==> src/rtl/serial_master_port.sv <==
// Serial bus initiator: turns one parallel request into a control frame followed by a
// bit-serial write or read data phase qualified by valid/last and paced by ready.
module serial_master_port #(
   parameter  int ADDR_DEPTH = 2000,
   parameter  int SLAVES     = 3,
   parameter  int DATA_WIDTH = 8,
   parameter  int BURST_W    = 8,
   localparam int ADDR_W     = $clog2(ADDR_DEPTH),
   localparam int S_ID_W     = $clog2(SLAVES + 1)
) (
   input  logic                  clk,
   input  logic                  resetn,
   input  logic                  start,
   input  logic                  rw,
   input  logic                  burst,
   input  logic [S_ID_W-1:0]     slave_id,
   input  logic [ADDR_W-1:0]     address,
   input  logic [BURST_W-1:0]    burst_len,
   input  logic [DATA_WIDTH-1:0] din,
   input  logic                  din_valid,
   output logic                  din_ready,
   output logic [DATA_WIDTH-1:0] dout,
   output logic                  dout_valid,
   output logic                  busy,
   output logic                  done,
   output logic                  control,
   output logic                  wD,
   output logic                  valid,
   output logic                  last,
   input  logic                  rD,
   input  logic                  ready
);

   localparam int FRAME_W = 5 + S_ID_W + ADDR_W;
   localparam int FCNT_W  = $clog2(FRAME_W + 1);
   localparam int BIT_W   = (DATA_WIDTH > 1) ? $clog2(DATA_WIDTH) : 1;
   localparam logic [BIT_W-1:0]  BIT_LAST  = BIT_W'(DATA_WIDTH - 1);
   localparam logic [FCNT_W-1:0] FRAME_END = FCNT_W'(FRAME_W);

   typedef enum logic [2:0] {
      S_IDLE,
      S_CTRL,
      S_WRITE,
      S_READ,
      S_DONE
   } state_t;

   state_t                state;
   logic [FRAME_W-1:0]    frame_sr;
   logic [FCNT_W-1:0]     frame_cnt;
   logic [BIT_W-1:0]      bit_cnt;
   logic [BURST_W-1:0]    word_cnt;
   logic [BURST_W-1:0]    num_words;
   logic [DATA_WIDTH-1:0] shift_sr;
   logic                  rw_q;

   logic [FRAME_W-1:0]    frame_word;
   logic [BURST_W-1:0]    req_words;
   logic                  frame_end;
   logic                  word_end;
   logic [BURST_W-1:0]    next_idx;
   logic                  next_last;
   logic                  wr_need;
   logic                  din_take;

   assign frame_word = {3'b111, slave_id, rw, burst, address};
   assign req_words  = (burst && (burst_len != '0)) ? burst_len : BURST_W'(1);

   // next_idx is the index of the word that starts on this edge; a write loads a new
   // word either right after the frame, at a word boundary, or while waiting on din.
   always_comb begin
      frame_end = (state == S_CTRL) && (frame_cnt == FRAME_END);
      word_end  = valid && ready && (bit_cnt == BIT_LAST);
      next_idx  = word_cnt;
      if (frame_end) begin
         next_idx = '0;
      end else if (word_end) begin
         next_idx = word_cnt + BURST_W'(1);
      end
      next_last = (next_idx == (num_words - BURST_W'(1)));
      wr_need   = 1'b0;
      if (frame_end) begin
         wr_need = rw_q;
      end else if (state == S_WRITE) begin
         wr_need = !valid || (word_end && !last);
      end
      din_take = wr_need && din_valid;
   end

   always_ff @(posedge clk or negedge resetn) begin
      if (!resetn) begin
         state      <= S_IDLE;
         frame_sr   <= '0;
         frame_cnt  <= '0;
         bit_cnt    <= '0;
         word_cnt   <= '0;
         num_words  <= '0;
         shift_sr   <= '0;
         rw_q       <= 1'b0;
         din_ready  <= 1'b0;
         dout       <= '0;
         dout_valid <= 1'b0;
         busy       <= 1'b0;
         done       <= 1'b0;
         control    <= 1'b0;
         wD         <= 1'b0;
         valid      <= 1'b0;
         last       <= 1'b0;
      end else begin
         din_ready  <= din_take;
         dout_valid <= 1'b0;
         done       <= 1'b0;
         case (state)
            S_IDLE: begin
               if (start) begin
                  rw_q      <= rw;
                  num_words <= req_words;
                  control   <= frame_word[FRAME_W-1];
                  frame_sr  <= {frame_word[FRAME_W-2:0], 1'b0};
                  frame_cnt <= FCNT_W'(1);
                  word_cnt  <= '0;
                  bit_cnt   <= '0;
                  busy      <= 1'b1;
                  state     <= S_CTRL;
               end
            end

            S_CTRL: begin
               if (frame_end) begin
                  control  <= 1'b0;
                  word_cnt <= next_idx;
                  bit_cnt  <= '0;
                  if (rw_q) begin
                     state <= S_WRITE;
                     if (din_take) begin
                        wD       <= din[DATA_WIDTH-1];
                        shift_sr <= {din[DATA_WIDTH-2:0], 1'b0};
                        valid    <= 1'b1;
                        last     <= next_last;
                     end
                  end else begin
                     state <= S_READ;
                     valid <= 1'b1;
                     last  <= next_last;
                  end
               end else begin
                  control   <= frame_sr[FRAME_W-1];
                  frame_sr  <= {frame_sr[FRAME_W-2:0], 1'b0};
                  frame_cnt <= frame_cnt + FCNT_W'(1);
               end
            end

            S_WRITE: begin
               if (word_end) begin
                  bit_cnt <= '0;
                  if (last) begin
                     wD    <= 1'b0;
                     valid <= 1'b0;
                     last  <= 1'b0;
                     busy  <= 1'b0;
                     done  <= 1'b1;
                     state <= S_DONE;
                  end else begin
                     word_cnt <= next_idx;
                     if (din_take) begin
                        wD       <= din[DATA_WIDTH-1];
                        shift_sr <= {din[DATA_WIDTH-2:0], 1'b0};
                        valid    <= 1'b1;
                        last     <= next_last;
                     end else begin
                        wD    <= 1'b0;
                        valid <= 1'b0;
                        last  <= 1'b0;
                     end
                  end
               end else if (valid && ready) begin
                  wD       <= shift_sr[DATA_WIDTH-1];
                  shift_sr <= {shift_sr[DATA_WIDTH-2:0], 1'b0};
                  bit_cnt  <= bit_cnt + BIT_W'(1);
               end else if (din_take) begin
                  wD       <= din[DATA_WIDTH-1];
                  shift_sr <= {din[DATA_WIDTH-2:0], 1'b0};
                  valid    <= 1'b1;
                  last     <= next_last;
               end
            end

            // Reads have no local back-pressure: each completed word is presented once.
            S_READ: begin
               if (valid && ready) begin
                  shift_sr <= {shift_sr[DATA_WIDTH-2:0], rD};
                  if (word_end) begin
                     bit_cnt    <= '0;
                     dout       <= {shift_sr[DATA_WIDTH-2:0], rD};
                     dout_valid <= 1'b1;
                     if (last) begin
                        valid <= 1'b0;
                        last  <= 1'b0;
                        busy  <= 1'b0;
                        done  <= 1'b1;
                        state <= S_DONE;
                     end else begin
                        word_cnt <= next_idx;
                        last     <= next_last;
                     end
                  end else begin
                     bit_cnt <= bit_cnt + BIT_W'(1);
                  end
               end
            end

            S_DONE: begin
               state <= S_IDLE;
            end

            default: begin
               state <= S_IDLE;
            end
         endcase
      end
   end

endmodule

==> config.mk <==
export PLATFORM = sky130hd
export DESIGN_NAME = serial_master_port
export DESIGN_NICKNAME = d
export VERILOG_FILES = /design/src/rtl/serial_master_port.sv
export SDC_FILE = /design/constraint.sdc
export NUM_CORES = 1
export LEC_CHECK = 0
export ABC_AREA = 1
export CORE_AREA = 4 4 97 99
export CTS_BUF_LIST = sky130_fd_sc_hd__clkbuf_4
export DETAILED_ROUTE_END_ITERATION = 8
export DIE_AREA = 0 0 101 103
export PLACE_DENSITY = 0.66
export SETUP_SLACK_MARGIN = 0.05
export SLEW_MARGIN = 30
export SYNTH_ARGS = -nofsm -noshare
export SYNTH_HDL_FRONTEND = slang
export SYNTH_SLANG_ARGS = --single-unit
==> constraint.sdc <==
create_clock -name clk -period 4.2 [get_ports clk]
set_input_delay 0.63 -clock clk [delete_from_list [all_inputs] [get_ports clk]]
set_output_delay 0.63 -clock clk [all_outputs]
set_load 0.02 [all_outputs]
==> impl_metrics.ini <==
[critical_path]
critPathKind = flop to flop
crit_family = simple AND/OR/NAND/NOR gates
critPathLaunchType = flop
cpPeakStageDelay_ns = 0.71
end_kind = flop
cp_max_fo = 33
cp.required_ns = 4.51
path_buf_inv = 1
crit_top_cell = nand2_1
critical_path.slowest_cell = nand2_1
cp_data_arrival_time_ns = 2.88
cp_cell_sequence = nor3_4 > buf_4 > o21ai_4 > nand2_1 > nand2_1 > nor2_1 > nand2_1 > o21ai_0 > a21oi_1

[clocking]
clock_path_buffers = 2
clk_latency_ns = 0.41
root_buffer = clkbuf_4
numCtsBuffers = 9
cts.clk_slew.worst_paths_ns = 0.11
postCtsResizedCells = 0
htreeDepth = 3
cts_hold_buf = 0
cts_tree = built
postCtsSetupBuffers = 0
cts.sinks = 69

[yosys]
syn_inst = 487
yosys-top-cells-area = dfrtp_1, nand2_1, inv_1
synth.largest_area_cell = dfrtp_1
ys_warn_count = 0
synth_cell_types = 35
synthArstFlopShare_pct = 100
yosysMostFrequentCell = nand2_1
synth_top_area_share_pct = 46.0
ys_ff_latch = 69
muxShareOfSynthArea_pct = 0
synth_edf_count = 0
synth_top_family_by_area = simple AND/OR/NAND/NOR gates
synth_adder_area_share_pct = 2.00
yosysSeqAreaShare_pct = 46.0
synth_compound_area_share_pct = 16.2
ys.flop_type = dfrtp_1
synth_nets = 530
synth_common_cells = nand2_1, inv_1, dfrtp_1
avgSynthCellArea_sq_um = 7.70
synth-simple-area-share_pct = 25.6
syn_area_sq_um = 3750
synthXorXnorAreaFrac_pct = 1.17

[floorplanning]
start_util_pct = 43.9
pin_count = 53
rows = 34
die_w_um = 101
design.core.area_sq_um = 8550
die-area_sq_um = 10400
die_h_um = 103

[final_layout]
syn_to_final_growth_pct = 20.2
fin_util_pct = 52.7
nNetsFinal = 586
fill_cells = 823
drive_above_1_share_pct = 6.95
antenna_cells = 0

[timing]
finalCritPeriodShare_pct = 61.2
max_slew.worst_pin.slew_ns = 0.919
max_slew_margin_pct = 38.6
final_hold_viol_count = 0
finalSetupViolCount = 0
slew_violations = 0
fin_worst_skew_ns = 0.0117
fmax_mhz = 389
finalSetupTns_ns = 0
rsz0062_at_grt = false
min_period_ns = 2.57

[placed_design]
place_congestion = 0.872
place_hpwl_mm = 6.28
port_buffers = 52

[route]
drcViolationCount = 0
dr.first_iter.drc_count = 154
avgViaCountPerCell = 5.13
wl_per_cell_um = 13.1
drt_pass1_iterations = 4
ant_nets = 0
dr_total_vias = 3363
wl_mm = 8.58

[global_route]
grt_pass1_vias = 3077
antenna_found_initial = 0
grt_max_degree = 39
track_usage_pct = 17.1
grt_first_pass_wirelength_mm = 14.2
grt_overflow = 0

[pwr]
p_per_area_nw_per_um2 = 621
design_power_total_uw = 2800
peakVddDrop_v = 0.000239
leakage_uw = 0.00220

[job]
maxCapViolations = 0

[worst_hold_path]
hold_path_class = primary input to async pin

[run_status]
status = completed
## through the flow
step / hold slack, ns / setup WS, ns / cell area [sq um] / std cells
global placement: 0.464 / 1.39 / 4380 / 640
detailed placement: 0.474 / 1.39 / 4380 / 640
CTS: 0.266 / 1.63 / 4510 / 655
global route: 0.291 / 1.38 / 4510 / 655
floorplan: 0.334 / 2.23 / 3750 / 487
finish: 0.260 / 1.63 / 4510 / 655
## state kept, by name, indices dropped and copies added (netlist names)
register / count
frame_sr: 17
dout: 8
num_words: 8
shift_sr: 8
word_cnt: 8
frame_cnt: 5
bit_cnt: 3
state: 3
busy: 1
control: 1
din_ready: 1
done: 1
dout_valid: 1
last: 1
rw_q: 1
valid: 1
wD: 1
## path summary, 6_finish.rpt
kind	cells after the start	end	slack, ns	start
worst min-delay path	1	word_cnt[6]$_DFFE_PN0P_	0.26	resetn
worst max-delay path	9	frame_cnt[4]$_DFFE_PN0P_	1.63	state[2]$_DFFE_PN0P_
worst min register to register	2	dout[1]$_DFFE_PN0P_	0.49	dout[1]$_DFFE_PN0P_
worst max register to register	9	frame_cnt[4]$_DFFE_PN0P_	1.63	state[2]$_DFFE_PN0P_
max in group asynchronous	2	num_words[5]$_DFFE_PN0P_	2.97	resetn
min in group clk	2	dout[1]$_DFFE_PN0P_	0.49	dout[1]$_DFFE_PN0P_
## cells by family (layout without fill, tap and decap cells)
family / Yosys count / after routing
DFF: 69 / 69
xor gates and xnor gates: 5 / 5
AOI/OAI and AO/OA: 98 / 98
buffers and inverters: 89 / 149
and+or+nand+nor: 220 / 220
adders and majority gates: 6 / 6
## routing by layer
layer  track usage [%]  share of wire [%]  routed length (um)
met5                 0                  0                   0
met2              26.8                 46                3920
met1              23.1                 47                4000
met3              3.72                6.3                 541
met4              6.75                1.4                 119
## power breakdown
part | total, uW | internal [uW] | switching [uW] | leakage, uW
Clock | 415 | 182 | 233 | 0.0000720
Combinational | 1290 | 477 | 815 | 0.00126
Sequential | 1100 | 926 | 170 | 0.000860
Total | 2800 | 1580 | 1220 | 0.00220
## cell type report
class	instances	area (sq um)	area share, %
Timing Repair Buffer	54	531	11.8
Inverter	80	300	6.66
Sequential cell	69	1730	38.3
Tap cell	108	135	3.00
Clock inverter	5	52.6	1.17
Clock buffer	10	75.1	1.66
Multi-Input combinational cell	329	1690	37.5
## layout by cell type, fill, tap and decap left out, types with 3 or more instances in the layout
master	instances
nand2_1	133
inv_1	75
dfrtp_1	69
o21ai_0	54
clkdlybuf4s50_1	51
nor2_1	37
nand3_1	32
o211ai_1	15
clkbuf_4	10
o22ai_1	9
a21oi_1	7
ha_1	6
inv_2	5
nand2_4	4
xor2_1	4
nor3_1	3
a22oi_1	3
clkinv_2	3
## worst register-to-register path, stage by stage, from the launching register on
cell	delay (ns)
dfrtp_1	0.49
nor3_4	0.20
buf_4	0.35
o21ai_4	0.17
nand2_1	0.71
nand2_1	0.11
nor2_1	0.16
nand2_1	0.08
o21ai_0	0.14
a21oi_1	0.05
No activity file was read; power rests on OpenSTA's default activity.
